### src/rtl/alarm_if.sv
// alarm_if
//   Bundles the alarm controller's operational signals.
//   key_status [1:0] code-checker verdict (OK=0, ERROR=2, NOKEY=3), foreign clock domain
//   sensor     [3:0] zone inputs, asynchronous; bit 0 = entry/exit zone, bits 1-3 = instant zones
//   tick             one-clk-wide timebase enable
//   state      [2:0] current controller state
//   armed, beep, siren  decoded status outputs
//   err_cnt    [1:0] ERROR codes accepted since the last arm or disarm
//   master: drives the inputs (keypad/sensor/timebase side)
//   slave : the controller
interface alarm_if;
    logic [1:0] key_status;
    logic [3:0] sensor;
    logic       tick;
    logic [2:0] state;
    logic       armed;
    logic       beep;
    logic       siren;
    logic [1:0] err_cnt;

    modport master (
        output key_status, sensor, tick,
        input  state, armed, beep, siren, err_cnt
    );

    modport slave (
        input  key_status, sensor, tick,
        output state, armed, beep, siren, err_cnt
    );
endinterface

### src/rtl/alarm_controller.sv
// alarm_controller
//   Intruder-alarm sequencer: arms/disarms on accepted key verdicts, runs
//   exit, entry and siren delays from an 8-bit tick-driven down-counter, and
//   raises the alarm on instant zones, entry timeout or too many wrong codes.
//   Ports:
//     clk    system clock, all state on rising edge
//     reset  asynchronous active-low reset
//     ctl    alarm_if.slave: key_status, sensor, tick in; state, armed,
//            beep, siren, err_cnt out
//
//   state    | meaning
//   ---------+---------------------------------------------------------
//   DISARMED | idle, ignores sensors and wrong codes
//   EXIT     | exit delay running, beeping, sensors ignored
//   ARMED    | watching all zones
//   ENTRY    | entry zone tripped, entry delay running, beeping
//   ALARM    | siren on for SIREN_TICKS, then back to ARMED
module alarm_controller #(
    parameter int EXIT_TICKS  = 10,
    parameter int ENTRY_TICKS = 8,
    parameter int SIREN_TICKS = 60,
    parameter int MAX_ERRORS  = 3
) (
    input  logic    clk,
    input  logic    reset,
    alarm_if.slave  ctl
);

    localparam logic [2:0] S_DISARMED = 3'd0;
    localparam logic [2:0] S_EXIT     = 3'd1;
    localparam logic [2:0] S_ARMED    = 3'd2;
    localparam logic [2:0] S_ENTRY    = 3'd3;
    localparam logic [2:0] S_ALARM    = 3'd4;

    localparam logic [1:0] KEY_OK    = 2'd0;
    localparam logic [1:0] KEY_ERR   = 2'd2;
    localparam logic [1:0] KEY_NOKEY = 2'd3;

    localparam logic [7:0] EXIT_LOAD  = 8'(EXIT_TICKS);
    localparam logic [7:0] ENTRY_LOAD = 8'(ENTRY_TICKS);
    localparam logic [7:0] SIREN_LOAD = 8'(SIREN_TICKS);
    localparam logic [1:0] ERR_LIMIT  = 2'(MAX_ERRORS);

    logic [1:0] key_s1, key_s2, key_s3, key_acc;
    logic [3:0] sens_s1, sens_s2;
    logic [2:0] state_q, state_d;
    logic [7:0] timer_q, timer_d;
    logic [1:0] err_q, err_d, err_inc;

    logic key_new, key_ok, key_err;
    logic instant, door, expiry, err_limit;

    // A verdict counts only once it has been seen identically in two
    // consecutive synchronizer stages, which filters single-cycle glitches
    // and metastability settling on the foreign-domain bus.
    assign key_new = (key_s2 == key_s3) && (key_s3 != key_acc);
    assign key_ok  = key_new && (key_s3 == KEY_OK);
    assign key_err = key_new && (key_s3 == KEY_ERR);

    assign instant   = |sens_s2[3:1];
    assign door      = sens_s2[0];
    assign expiry    = ctl.tick && (timer_q == 8'd1);
    assign err_inc   = (err_q == 2'd3) ? err_q : err_q + 2'd1;
    assign err_limit = key_err && (err_inc == ERR_LIMIT);

    always_ff @(posedge clk or negedge reset) begin
        if (!reset) begin
            key_s1  <= KEY_NOKEY;
            key_s2  <= KEY_NOKEY;
            key_s3  <= KEY_NOKEY;
            key_acc <= KEY_NOKEY;
            sens_s1 <= 4'd0;
            sens_s2 <= 4'd0;
            state_q <= S_DISARMED;
            timer_q <= 8'd0;
            err_q   <= 2'd0;
        end else begin
            key_s1  <= ctl.key_status;
            key_s2  <= key_s1;
            key_s3  <= key_s2;
            if (key_new) begin
                key_acc <= key_s3;
            end
            sens_s1 <= ctl.sensor;
            sens_s2 <= sens_s1;
            state_q <= state_d;
            timer_q <= timer_d;
            err_q   <= err_d;
        end
    end

    always_comb begin
        state_d = state_q;
        err_d   = err_q;
        // Free-running countdown; a load in the case below overrides it.
        timer_d = (ctl.tick && (timer_q != 8'd0)) ? timer_q - 8'd1 : timer_q;

        case (state_q)
            S_DISARMED: begin
                if (key_ok) begin
                    state_d = S_EXIT;
                    timer_d = EXIT_LOAD;
                end
            end
            S_EXIT: begin
                if (key_ok) begin
                    state_d = S_DISARMED;
                    timer_d = 8'd0;
                    err_d   = 2'd0;
                end else if (expiry) begin
                    state_d = S_ARMED;
                    err_d   = 2'd0;
                end
            end
            S_ARMED, S_ENTRY: begin
                if (key_err) begin
                    err_d = err_inc;
                end
                if (key_ok) begin
                    state_d = S_DISARMED;
                    timer_d = 8'd0;
                    err_d   = 2'd0;
                end else if (instant || err_limit ||
                             ((state_q == S_ENTRY) && expiry)) begin
                    state_d = S_ALARM;
                    timer_d = SIREN_LOAD;
                end else if ((state_q == S_ARMED) && door) begin
                    state_d = S_ENTRY;
                    timer_d = ENTRY_LOAD;
                end
            end
            S_ALARM: begin
                if (key_ok) begin
                    state_d = S_DISARMED;
                    timer_d = 8'd0;
                    err_d   = 2'd0;
                end else if (expiry) begin
                    state_d = S_ARMED;
                    err_d   = 2'd0;
                end
            end
            default: begin
                state_d = S_DISARMED;
                timer_d = 8'd0;
                err_d   = 2'd0;
            end
        endcase
    end

    assign ctl.state   = state_q;
    assign ctl.armed   = (state_q == S_ARMED) || (state_q == S_ENTRY) ||
                         (state_q == S_ALARM);
    assign ctl.beep    = (state_q == S_EXIT) || (state_q == S_ENTRY);
    assign ctl.siren   = (state_q == S_ALARM);
    assign ctl.err_cnt = err_q;

endmodule
### src/flat_wrapper.sv
// flat-port wrapper written by rule: the top's interface ports become plain ports
module alarm_controller_flat 
#(
    parameter int EXIT_TICKS  = 10,
    parameter int ENTRY_TICKS = 8,
    parameter int SIREN_TICKS = 60,
    parameter int MAX_ERRORS  = 3
)
  (clk, reset, ctl_key_status, ctl_sensor, ctl_tick, ctl_state, ctl_armed, ctl_beep, ctl_siren, ctl_err_cnt);
  alarm_if ctl_i ();
  input  logic clk;
  input  logic reset;
  input wire logic [$bits(ctl_i.key_status)-1:0] ctl_key_status;
  input wire logic [$bits(ctl_i.sensor)-1:0] ctl_sensor;
  input wire logic [$bits(ctl_i.tick)-1:0] ctl_tick;
  output wire logic [$bits(ctl_i.state)-1:0] ctl_state;
  output wire logic [$bits(ctl_i.armed)-1:0] ctl_armed;
  output wire logic [$bits(ctl_i.beep)-1:0] ctl_beep;
  output wire logic [$bits(ctl_i.siren)-1:0] ctl_siren;
  output wire logic [$bits(ctl_i.err_cnt)-1:0] ctl_err_cnt;
  assign ctl_i.key_status = ctl_key_status;
  assign ctl_i.sensor = ctl_sensor;
  assign ctl_i.tick = ctl_tick;
  assign ctl_state = ctl_i.state;
  assign ctl_armed = ctl_i.armed;
  assign ctl_beep = ctl_i.beep;
  assign ctl_siren = ctl_i.siren;
  assign ctl_err_cnt = ctl_i.err_cnt;
  alarm_controller #(.EXIT_TICKS(EXIT_TICKS), .ENTRY_TICKS(ENTRY_TICKS), .SIREN_TICKS(SIREN_TICKS), .MAX_ERRORS(MAX_ERRORS)) u_core (.clk(clk), .reset(reset), .ctl(ctl_i));
endmodule
### config.mk
export PLATFORM = sky130hd
export DESIGN_NAME = alarm_controller_flat
export DESIGN_NICKNAME = d
export VERILOG_FILES = /design/src/rtl/alarm_if.sv /design/src/rtl/alarm_controller.sv /design/src/flat_wrapper.sv
export SDC_FILE = /design/constraint.sdc
export NUM_CORES = 1
export LEC_CHECK = 0
export ABC_AREA = 1
export BUFFER_PORTS_ARGS = -buffer_cell sky130_fd_sc_hd__buf_4
export CORE_MARGIN = 2
export CORE_UTILIZATION = 25
export DETAILED_ROUTE_END_ITERATION = 10
export SLEW_MARGIN = 20
export SYNTH_ARGS = -nofsm -noshare
export SYNTH_HDL_FRONTEND = slang
export SYNTH_SLANG_ARGS = --single-unit
### constraint.sdc
create_clock -name clk -period 2.2 [get_ports clk]
set_clock_uncertainty 0.15 [all_clocks]
set_input_delay 0.44 -clock clk [delete_from_list [all_inputs] [get_ports clk]]
set_output_delay 0.44 -clock clk [all_outputs]
set_load 0.05 [all_outputs]
==> flow_summary.yaml, run 1 <==
floorplan:
  die_x_um: 81.43
  die_h_um: 81.43
  die-area_um2: 6631
  initial_core_util_pct: 25.62
  io_pins: 17
  core_area_um2: 5851
  fp-row-count: 28
synthesis:
  synth_compound_area_share_pct: 9.182
  syn_area_per_cell_um2: 8.421
  ys_types: 27
  synth_xor_area_share_pct: 3.506
  synth-adder-area-share_pct: 1.669
  syn-num-nets: 189
  netlist_area_um2: 1499
  yosys_register_bits: 29
  yosysSeqAreaShare_pct: 49.08
  yosys_warnings: 0
  yosys.area_share.simple_pct: 30.05
  synthMuxAreaShare_pct: 0
  syn_inst: 178
  synth_top_family_by_area: "simple AND/OR/NAND/NOR gates"
routing:
  via_per_inst: 4.126
  routed_wl_mm: 2.666
  first_pass_iters: 4
  via_count: 1147
  drt_iter0_drc: 56
  ant_nets: 0
  drt_drc_violations_left: 0
  wire_per_inst_um: 9.590
worst_setup_path:
  worstSetupEndpointType: "output port"
  crit_path_start: "u_core.ctl.state[0]"
  worstSetupPathType: "reg -> out"
  r2r_start: "u_core.timer_q[0]"
  rrSetupSlack_ns: 0.35
  r2r-end: "u_core.timer_q[3]"
  start_kind: "register"
  rr_worst_depth: 10
  critPathRequiredTime_ns: 1.61
  cp_data_arrival_time_ns: 1.30
  cp_max_fo: 4
cells_and_area:
  layout_common_cells: "nand2_1 (45), nor2_1 (22), dfrtp_1 (21)"
  fin_area_um2: 1848
  antennaDiodeCount: 0
  syn_to_final_growth_pct: 23.29
  layout.cells.most_common: "nand2_1"
  drive_gt1_share_pct: 28.08
  layout.nets: 213
sta:
  hold_ws_ns: 0.1072
  period_share_pct: 86.13
  relSlewSlack_pct: 69.25
  setup_viol: 0
  finalMaxSlewViolations: 0
  rsz0062_at_grt: "false"
  worst_pin_slew_ns: 0.4595
  fin_crit_ns: 1.895
  max_freq_mhz: 527.8
  fin_ws_ns: 0.3052
  finalHoldViolations: 0
clock_network:
  cts_buffers: 5
  clockBufferDepth: 2
  htreeDepth: 2
  clock-sinks: 29
  clk_latency_ns: 0.28
  cts-root-buf: "clkbuf_8"
  cts_tree: "yes"
  clk_pin_slew_ns: 0.06
place:
  place_hpwl_mm: 2.075
  place_area_um2: 1718
  place_congestion: 0.8490
  preCtsSetupSlack_ns: 0.3870
  io_buffers: 16
worst_hold_path:
  min_to: "u_core.key_s1[1]"
  min_delay_path_depth: 1
  hold_start: "ctl_key_status[1]"
  min_path_type: "in -> reg"
global_route:
  grt_max_degree: 30
  top_usage_layer: "met2"
  grt_pass1_wl_mm: 5.009
  use_met1_pct: 12.53
  antenna_found_initial: 0
  gr-usage-met2_pct: 15.08
  grt_pass1_vias: 1156
  grtUsageMet3_pct: 3.846
  grtUsageTotal_pct: 9.918
  grt_overflow: 0
power_and_ir_drop:
  powerDensity_nw_per_um2: 1354
  ir_worst_vdd_mv: 0.6108
  power_leakage_nw: 0.9101
run:
  maxCapViolations: 0
outcome:
  outcome: "finished, final reports clean"
## logic make-up (layout without fill, tap and decap cells)
group,after synthesis,count (layout)
flops,29,29
compound gates,22,22
simple gates,93,93
xor+xnor,6,6
fa+ha+maj,2,2
buf+inv,26,51
## area by class of cell
class | count | area [um2]
Inverter | 26 | 97.59
Multi-Input combinational cell | 123 | 670.6
Timing Repair Buffer | 17 | 130.1
Clock buffer | 6 | 82.58
Tap cell | 75 | 93.84
Clock inverter | 2 | 37.54
Sequential cell | 29 | 735.7
Fill cell | 596 | 4003
## through the flow
| step | power [mW] | TNS [ns] | util, % | std cells |
|---|---|---|---|---|
| 3_5_place_dp | 1.946 | 0 | 29.36 | 269 |
| 4_1_cts | 2.529 | 0 | 31.59 | 278 |
| 3_3_place_gp | 1.949 | 0 | 29.36 | 269 |
| 5_1_grt | 2.730 | 0 | 31.59 | 278 |
| 2_1_floorplan | 1.668 | -0.2105 | - | 178 |
| 6_report | 2.502 | 0 | 31.59 | 278 |
## state kept, by name (all words and copies together) (netlist names)
register	cells
u_core.sens_s1	4
u_core.key_s2	2
u_core.key_acc	2
u_core.ctl.state	3
u_core.sens_s2	4
u_core.timer_q	8
u_core.key_s3	2
u_core.key_s1	2
u_core.ctl.err_cnt	2
## cell usage after synthesis
cell type | count | area [um2]
nor3b_1 | 1 | 7.510
clkinv_1 | 1 | 3.750
xnor2_1 | 1 | 8.760
nand3_4 | 1 | 17.52
a21oi_2 | 3 | 26.28
a21boi_2 | 1 | 11.26
nand2_4 | 2 | 22.52
nand2_1 | 45 | 168.9
nand3_2 | 1 | 10.01
a21oi_1 | 3 | 15.01
nand3_1 | 7 | 35.03
dfrtp_1 | 21 | 525.5
nand4_2 | 2 | 25.02
o21ai_2 | 2 | 17.52
o21bai_1 | 1 | 7.510
inv_2 | 5 | 18.77
inv_1 | 20 | 75.07
nand4_1 | 2 | 12.51
nor3_1 | 2 | 10.01
o21ai_1 | 6 | 30.03
dfstp_2 | 8 | 210.2
o21ai_0 | 6 | 30.03
ha_1 | 2 | 25.02
nand2_2 | 5 | 31.28
nor2_1 | 24 | 90.09
nor2_8 | 1 | 20.02
xor2_1 | 5 | 43.79
## repair_timing
item / 4_1_cts / 5_1_grt
hold buffers: 1 / 0
hold endpoints to repair: 21 / 0
setup buffers: 0 / 0
gates resized for setup: 0 / 0
## layer usage
metal	up-vias	share of wire (%)
met4	0	2.1
met3	8	5.7
met1	510	47
met5	-	0
li1	605	-
met2	24	45
## how the worst max path moves through the flow
stage	to	cells past startpoint
6_report	ctl_armed	6
4_1_cts	ctl_armed	6
3_5_place_dp	u_core.timer_q[3]	10
3_3_place_gp	u_core.timer_q[3]	10
2_1_floorplan	ctl_armed	4
5_1_grt	u_core.timer_q[3]	10
## worst max-delay path, stage by stage, from the launching register on
cell and delay [ns]:
dfrtp_1 0.42, inv_2 0.10, nand2_1 0.06, nor2_2 0.10
inv_1 0.09, nand2_1 0.07, buf_4 0.19
## where the power goes
part	leakage [nW]	internal (mW)	switching (mW)	total [mW]
combinational	0.506	0.389	0.753	1.14
clock	0.0574	0.368	0.203	0.570
sequential	0.346	0.665	0.124	0.789
Power figures use the tool's default switching activity.
==> inputs of run 2 (changes only) <==
- CAP_MARGIN: unset -> 20
- RECOVER_POWER: unset -> 50
==> flow_summary.yaml, run 2 (synthesis results as in run 1) <==
global_route:
  antenna_found_initial: 0
  grt_overflow: 0
  grtUsageTotal_pct: 9.918
  grt_pass1_wl_mm: 5.009
  grt_max_degree: 30
  grt_pass1_vias: 1156
cells_and_area:
  largest_reg_flops: 8
  ff_latch_area_um2: 735.7
  layout.cells.most_common: "nand2_1"
  multi_input_area_um2: 670.6
  drive_gt1_share_pct: 27.09
  syn_to_final_growth_pct: 23.12
  final_util_pct: 31.54
  reg_top3: "u_core.timer_q x8, u_core.sens_s1 x4, u_core.sens_s2 x4"
  fin_area_um2: 1846
  antennaDiodeCount: 0
  layout_common_cells: "nand2_1 (45), nor2_1 (22), dfrtp_1 (21)"
  largest-register: "u_core.timer_q"
  fin_cells: 278
  layout.nets: 213
  fillers: 595
place:
  place_area_um2: 1718
  placed_cells: 269
  place_hpwl_mm: 2.075
  place_congestion: 0.8490
  preCtsSetupSlack_ns: 0.3870
  io_buffers: 16
clock_network:
  cts-root-buf: "clkbuf_8"
  clockBufferDepth: 2
  htreeDepth: 2
  cts_tree: "yes"
  cts_buffers: 5
  clk_latency_ns: 0.28
  clk_pin_slew_ns: 0.06
  clock-sinks: 29
  cts_setup_buffers: 0
worst_setup_path:
  worstSetupPathType: "reg -> out"
  cp_data_arrival_time_ns: 1.30
  worstSetupEndpointType: "output port"
  critPathRequiredTime_ns: 1.61
  rrSetupSlack_ns: 0.35
  cp_max_fo: 4
  start_kind: "register"
sta:
  fin_setup_tns_ns: 0
  max_freq_mhz: 527.8
  finalHoldViolations: 0
  hold_ws_ns: 0.1091
  fin_ws_ns: 0.3055
  period_share_pct: 86.11
  finalMaxSlewViolations: 0
  rsz0062_at_grt: "false"
  relSlewSlack_pct: 53.35
  setup_viol: 0
  fin_crit_ns: 1.895
  worst_pin_slew_ns: 0.6997
routing:
  ant_nets: 0
  via_count: 1144
  wl_met3_um: 155
  drt_iter0_drc: 56
  drt_drc_violations_left: 0
  wire_per_inst_um: 9.601
  routed_wl_mm: 2.669
  first_pass_iters: 4
  highest_layer: "met4"
  wl_met1_mm: 1.264
  via_per_inst: 4.115
  route.met2.wl_mm: 1.194
power_and_ir_drop:
  p_int_mw: 1.420
  seq_power_share_pct: 31.5
  finalPower_mw: 2.499
  p_sw_mw: 1.080
  power_leakage_nw: 0.9071
  pwr-share-clk_pct: 22.8
  ir_worst_vdd_mv: 0.6107
  comb_power_share_pct: 45.7
  powerDensity_nw_per_um2: 1354
  swShare_pct: 43.20
floorplan:
  initial_core_util_pct: 25.62
  io_pins: 17
  core_area_um2: 5851
  die-area_um2: 6631
  die_x_um: 81.43
  die_h_um: 81.43
  fp-row-count: 28
outcome:
  outcome: "finished, final reports clean"
run:
  maxCapViolations: 0
worst_hold_path:
  min_path_type: "in -> reg"
==> run 2: cell types whose count changed in the layout (fill, tap and decap cells not counted), sizes merged <==
cell and delta:
buf -7, clkbuf +7
==> run 2: per-layer routing <==
metal	global-route usage, %	vias to the layer above
li1	-	605
met1	12.53	507
met2	15.08	24
met3	3.846	8
met4	4.237	0
met5	0	-
==> run 2: what timing repair did <==
action	4_1_cts	5_1_grt
resized for setup	0	0
endpoints found under the hold margin	21	0
hold buffers	1	0
setup endpoints to repair	0	0
==> run 2: worst paths after layout <==
| check | startpoint | depth (start not counted) | end |
|---|---|---|---|
| worst min-delay path | ctl_key_status[1] | 1 | u_core.key_s1[1] |
| worst min register to register | u_core.sens_s1[1] | 0 | u_core.sens_s2[1] |
| max in group asynchronous | reset | 2 | u_core.timer_q[6] |
| min in group asynchronous | reset | 2 | u_core.ctl.err_cnt[0] |
| worst max-delay path | u_core.ctl.state[0] | 6 | ctl_armed |
| worst max register to register | u_core.timer_q[0] | 10 | u_core.timer_q[3] |
==> run 2: area by class of cell <==
| cell class | instances | share of cell area, % |
|---|---|---|
| timing repair buffer | 17 | 6.915 |
| clock buffer | 6 | 4.475 |
| multi-input combinational | 123 | 36.34 |
| tap | 75 | 5.085 |
| sequential | 29 | 39.86 |
| inverter | 26 | 5.288 |
| clock inverter | 2 | 2.034 |
==> run 2: power groups by stage <==
stage	combinational (mW)	clock, mW	sequential, mW
after floorplan	0.776	0	0.892
after global placement	1.15	0	0.795
after detailed placement	1.15	0	0.796
after CTS	1.16	0.583	0.788
after global routing	1.31	0.613	0.807
final	1.14	0.570	0.788
==> run 2: worst max-delay path, cell delays in order (launching register included) <==
cell	delay (ns)
dfrtp_1	0.42
inv_2	0.10
nand2_1	0.06
nor2_2	0.10
inv_1	0.09
nand2_1	0.07
buf_4	0.19
==> inputs of run 3 (changes only) <==
- ABC_AREA: 1 -> unset
- PLACE_DENSITY_LB_ADDON: unset -> 0.25
==> flow_summary.yaml, run 3 <==
outcome:
  outcome: "finished, final reports clean"
cells_and_area:
  antennaDiodeCount: 0
  largest-register: "u_core.timer_q"
  reg_top3: "u_core.timer_q x8, u_core.sens_s1 x4, u_core.sens_s2 x4"
  final_util_pct: 32.42
  syn_to_final_growth_pct: 25.49
  drive_gt1_share_pct: 29.81
  layout.cells.most_common: "dfrtp_1"
  largest_reg_flops: 8
  fillers: 585
  layout.nets: 171
  layout_common_cells: "dfrtp_1 (18), buf_4 (15), a21oi_1 (13)"
clock_network:
  clk_pin_slew_ns: 0.06
  cts_tree: "yes"
  htreeDepth: 2
  cts-root-buf: "clkbuf_8"
  clockBufferDepth: 2
  clock-sinks: 29
  clk_latency_ns: 0.28
  cts_buffers: 5
worst_setup_path:
  cp_num_cells: 4
  critPathRequiredTime_ns: 1.61
  crit_chain: "nor2_2 > and2_2 > or2_2 > buf_4"
  cp_data_arrival_time_ns: 1.50
  start_kind: "register"
  critPathBufInv: 1
  rr_worst_depth: 4
  crit_path_start: "u_core.ctl.state[1]"
  critPathMaxStageDelay_ns: 0.46
  cp_top_family: "simple AND/OR/NAND/NOR gates"
  crit_slowest_cell: "dfrtp_2"
  worstSetupEndpointType: "output port"
  r2r_start: "u_core.key_s2[0]"
  worstSetupPathType: "reg -> out"
  cp_max_fo: 9
synthesis:
  syn_area_per_cell_um2: 10.63
  yosys_register_bits: 29
  ys_types: 43
  yosys_warnings: 0
  synthTopCellsByCount: "dfrtp_1 (21), a21oi_1 (13), dfstp_2 (8), inv_1 (7), nor2_1 (7)"
  yosysTopAreaCellShare_pct: 37.17
  synthMuxAreaShare_pct: 0.7080
  synthFlopType: "dfrtp_1"
  synth_top_family_by_area: "compound AO/OA/AOI/OAI gates"
  synthTopCellsByArea: "dfrtp_1 (37%), dfstp_2 (15%), a21oi_1 (4.6%)"
  syn-num-nets: 144
  yosysSeqAreaShare_pct: 52.04
  async_reset_ff_share_pct: 100.0
  netlist_area_um2: 1414
  syn_inst: 133
  synth_compound_area_share_pct: 19.38
  yosysTopAreaCell: "dfrtp_1"
  synth_xor_area_share_pct: 4.336
  synth.most_common_cell: "dfrtp_1"
  yosys.area_share.simple_pct: 19.03
  synth-adder-area-share_pct: 1.770
  synth_edf_count: 0
power_and_ir_drop:
  seq_power_share_pct: 37.2
  power_leakage_nw: 0.7270
  p_int_mw: 1.286
  powerDensity_nw_per_um2: 1239
  swShare_pct: 41.50
  ir_worst_vdd_mv: 0.4497
  p_sw_mw: 0.9126
  comb_power_share_pct: 41.8
  pwr-share-clk_pct: 21.0
floorplan:
  fp-row-count: 27
  die-area_um2: 6273
  core_area_um2: 5473
  die_x_um: 79.20
  io_pins: 17
  initial_core_util_pct: 25.83
  die_h_um: 79.20
routing:
  wire_per_inst_um: 14.21
  drt_iter0_drc: 52
  first_pass_iters: 4
  ant_nets: 0
  drt_drc_violations_left: 0
  via_count: 1175
  via_per_inst: 5.043
  routed_wl_mm: 3.310
place:
  io_buffers: 16
  place_congestion: 0.7720
  place_hpwl_mm: 2.307
sta:
  hold_ws_ns: 0.1149
  setup_viol: 0
  worst_pin_slew_ns: 0.7133
  max_freq_mhz: 477.4
  fin_setup_tns_ns: 0
  rsz0062_at_grt: "false"
  finalMaxSlewViolations: 0
  fin_crit_ns: 2.095
  period_share_pct: 95.21
  finalHoldViolations: 0
  relSlewSlack_pct: 52.44
global_route:
  antenna_found_initial: 0
  grtUsageTotal_pct: 11.01
  grt_max_degree: 30
  grt_pass1_vias: 1131
  grt_overflow: 0
  grt_pass1_wl_mm: 5.326
run:
  maxCapViolations: 0
worst_hold_path:
  min_path_type: "in -> reg"
  min_delay_path_depth: 1
  hold_start: "ctl_key_status[0]"
==> run 3: changes by cell type after synthesis, moves of 5 or more <==
cell	previous run	this run
nand2_2	5	0
a21oi_1	3	13
a31oi_1	0	5
nand2_1	45	5
inv_1	20	7
inv_2	5	0
o21ai_0	6	1
o21ai_1	6	1
nor2_1	24	7
xnor2_1	1	6
==> run 3: timing repair <==
action                                  CTS  global route
endpoints found under the hold margin    21             0
hold buffers                              1             0
endpoints found under the setup margin    0             2
setup buffers                             0             2
resized for setup                         0             2
==> run 3: power groups by stage <==
stage / combinational (mW) / clock (mW) / sequential, mW
6_report: 0.919 / 0.461 / 0.818
5_1_grt: 0.996 / 0.509 / 0.836
4_1_cts: 0.907 / 0.474 / 0.815
3_5_place_dp: 0.901 / 0 / 0.825
3_3_place_gp: 0.883 / 0 / 0.814
2_1_floorplan: 0.560 / 0 / 0.877
==> run 3: worst paths after layout <==
kind                       slack [ns]                     to
min in group asynchronous        0.59    u_core.ctl.state[2]
min reg2reg                      0.21      u_core.sens_s2[0]
max in group asynchronous        0.81    u_core.ctl.state[0]
max                              0.11              ctl_armed
min                              0.11       u_core.key_s1[0]
max reg2reg                      0.18  u_core.ctl.err_cnt[1]
==> run 3: layer usage <==
layer	global-route usage, %	vias to the layer above	part of all wire, %
met2	17.37	25	51
met5	0	-	0
met4	4.655	0	1.3
met3	3.523	5	4.4
met1	13.86	592	44
li1	-	553	-
==> run 3: logic make-up (layout without fill, tap and decap cells) <==
family,after synthesis,after routing
DFF,29,29
xor gates and xnor gates,7,7
adders and majority gates,2,2
buffers and inverters,10,38
AOI/OAI and AO/OA,39,39
muxes,1,1
and+or+nand+nor,45,45
==> run 3: layout make-up <==
| type | instances | area [um2] | area share [%] |
|---|---|---|---|
| inverters | 7 | 26.28 | 1.481 |
| multi-input cells | 94 | 649.4 | 36.60 |
| flip-flops and latches | 29 | 739.5 | 41.68 |
| clock buffers | 6 | 82.58 | 4.654 |
| well taps | 72 | 90.09 | 5.078 |
| clock inverters | 2 | 13.76 | 0.7757 |
| repair buffers | 23 | 172.7 | 9.732 |
==> run 3: worst reg2reg max path, stage by stage, from the launching register on <==
cell      delay [ns]
dfstp_1         0.43
nor4_1          0.42
nand2_1         0.33
a31oi_1         0.32
o2bb2a_1        0.26
==> run 3: stage by stage <==
| step | std cells | area (um2) | setup slack (ns) | total power, mW |
|---|---|---|---|---|
| floorplan | 133 | 1420 | 0.04909 | 1.437 |
| global placement | 222 | 1647 | 0.1766 | 1.697 |
| detailed placement | 222 | 1647 | 0.1269 | 1.725 |
| CTS | 231 | 1753 | 0.03604 | 2.196 |
| global route | 233 | 1774 | 0.03328 | 2.341 |
| finish | 233 | 1774 | 0.1053 | 2.199 |
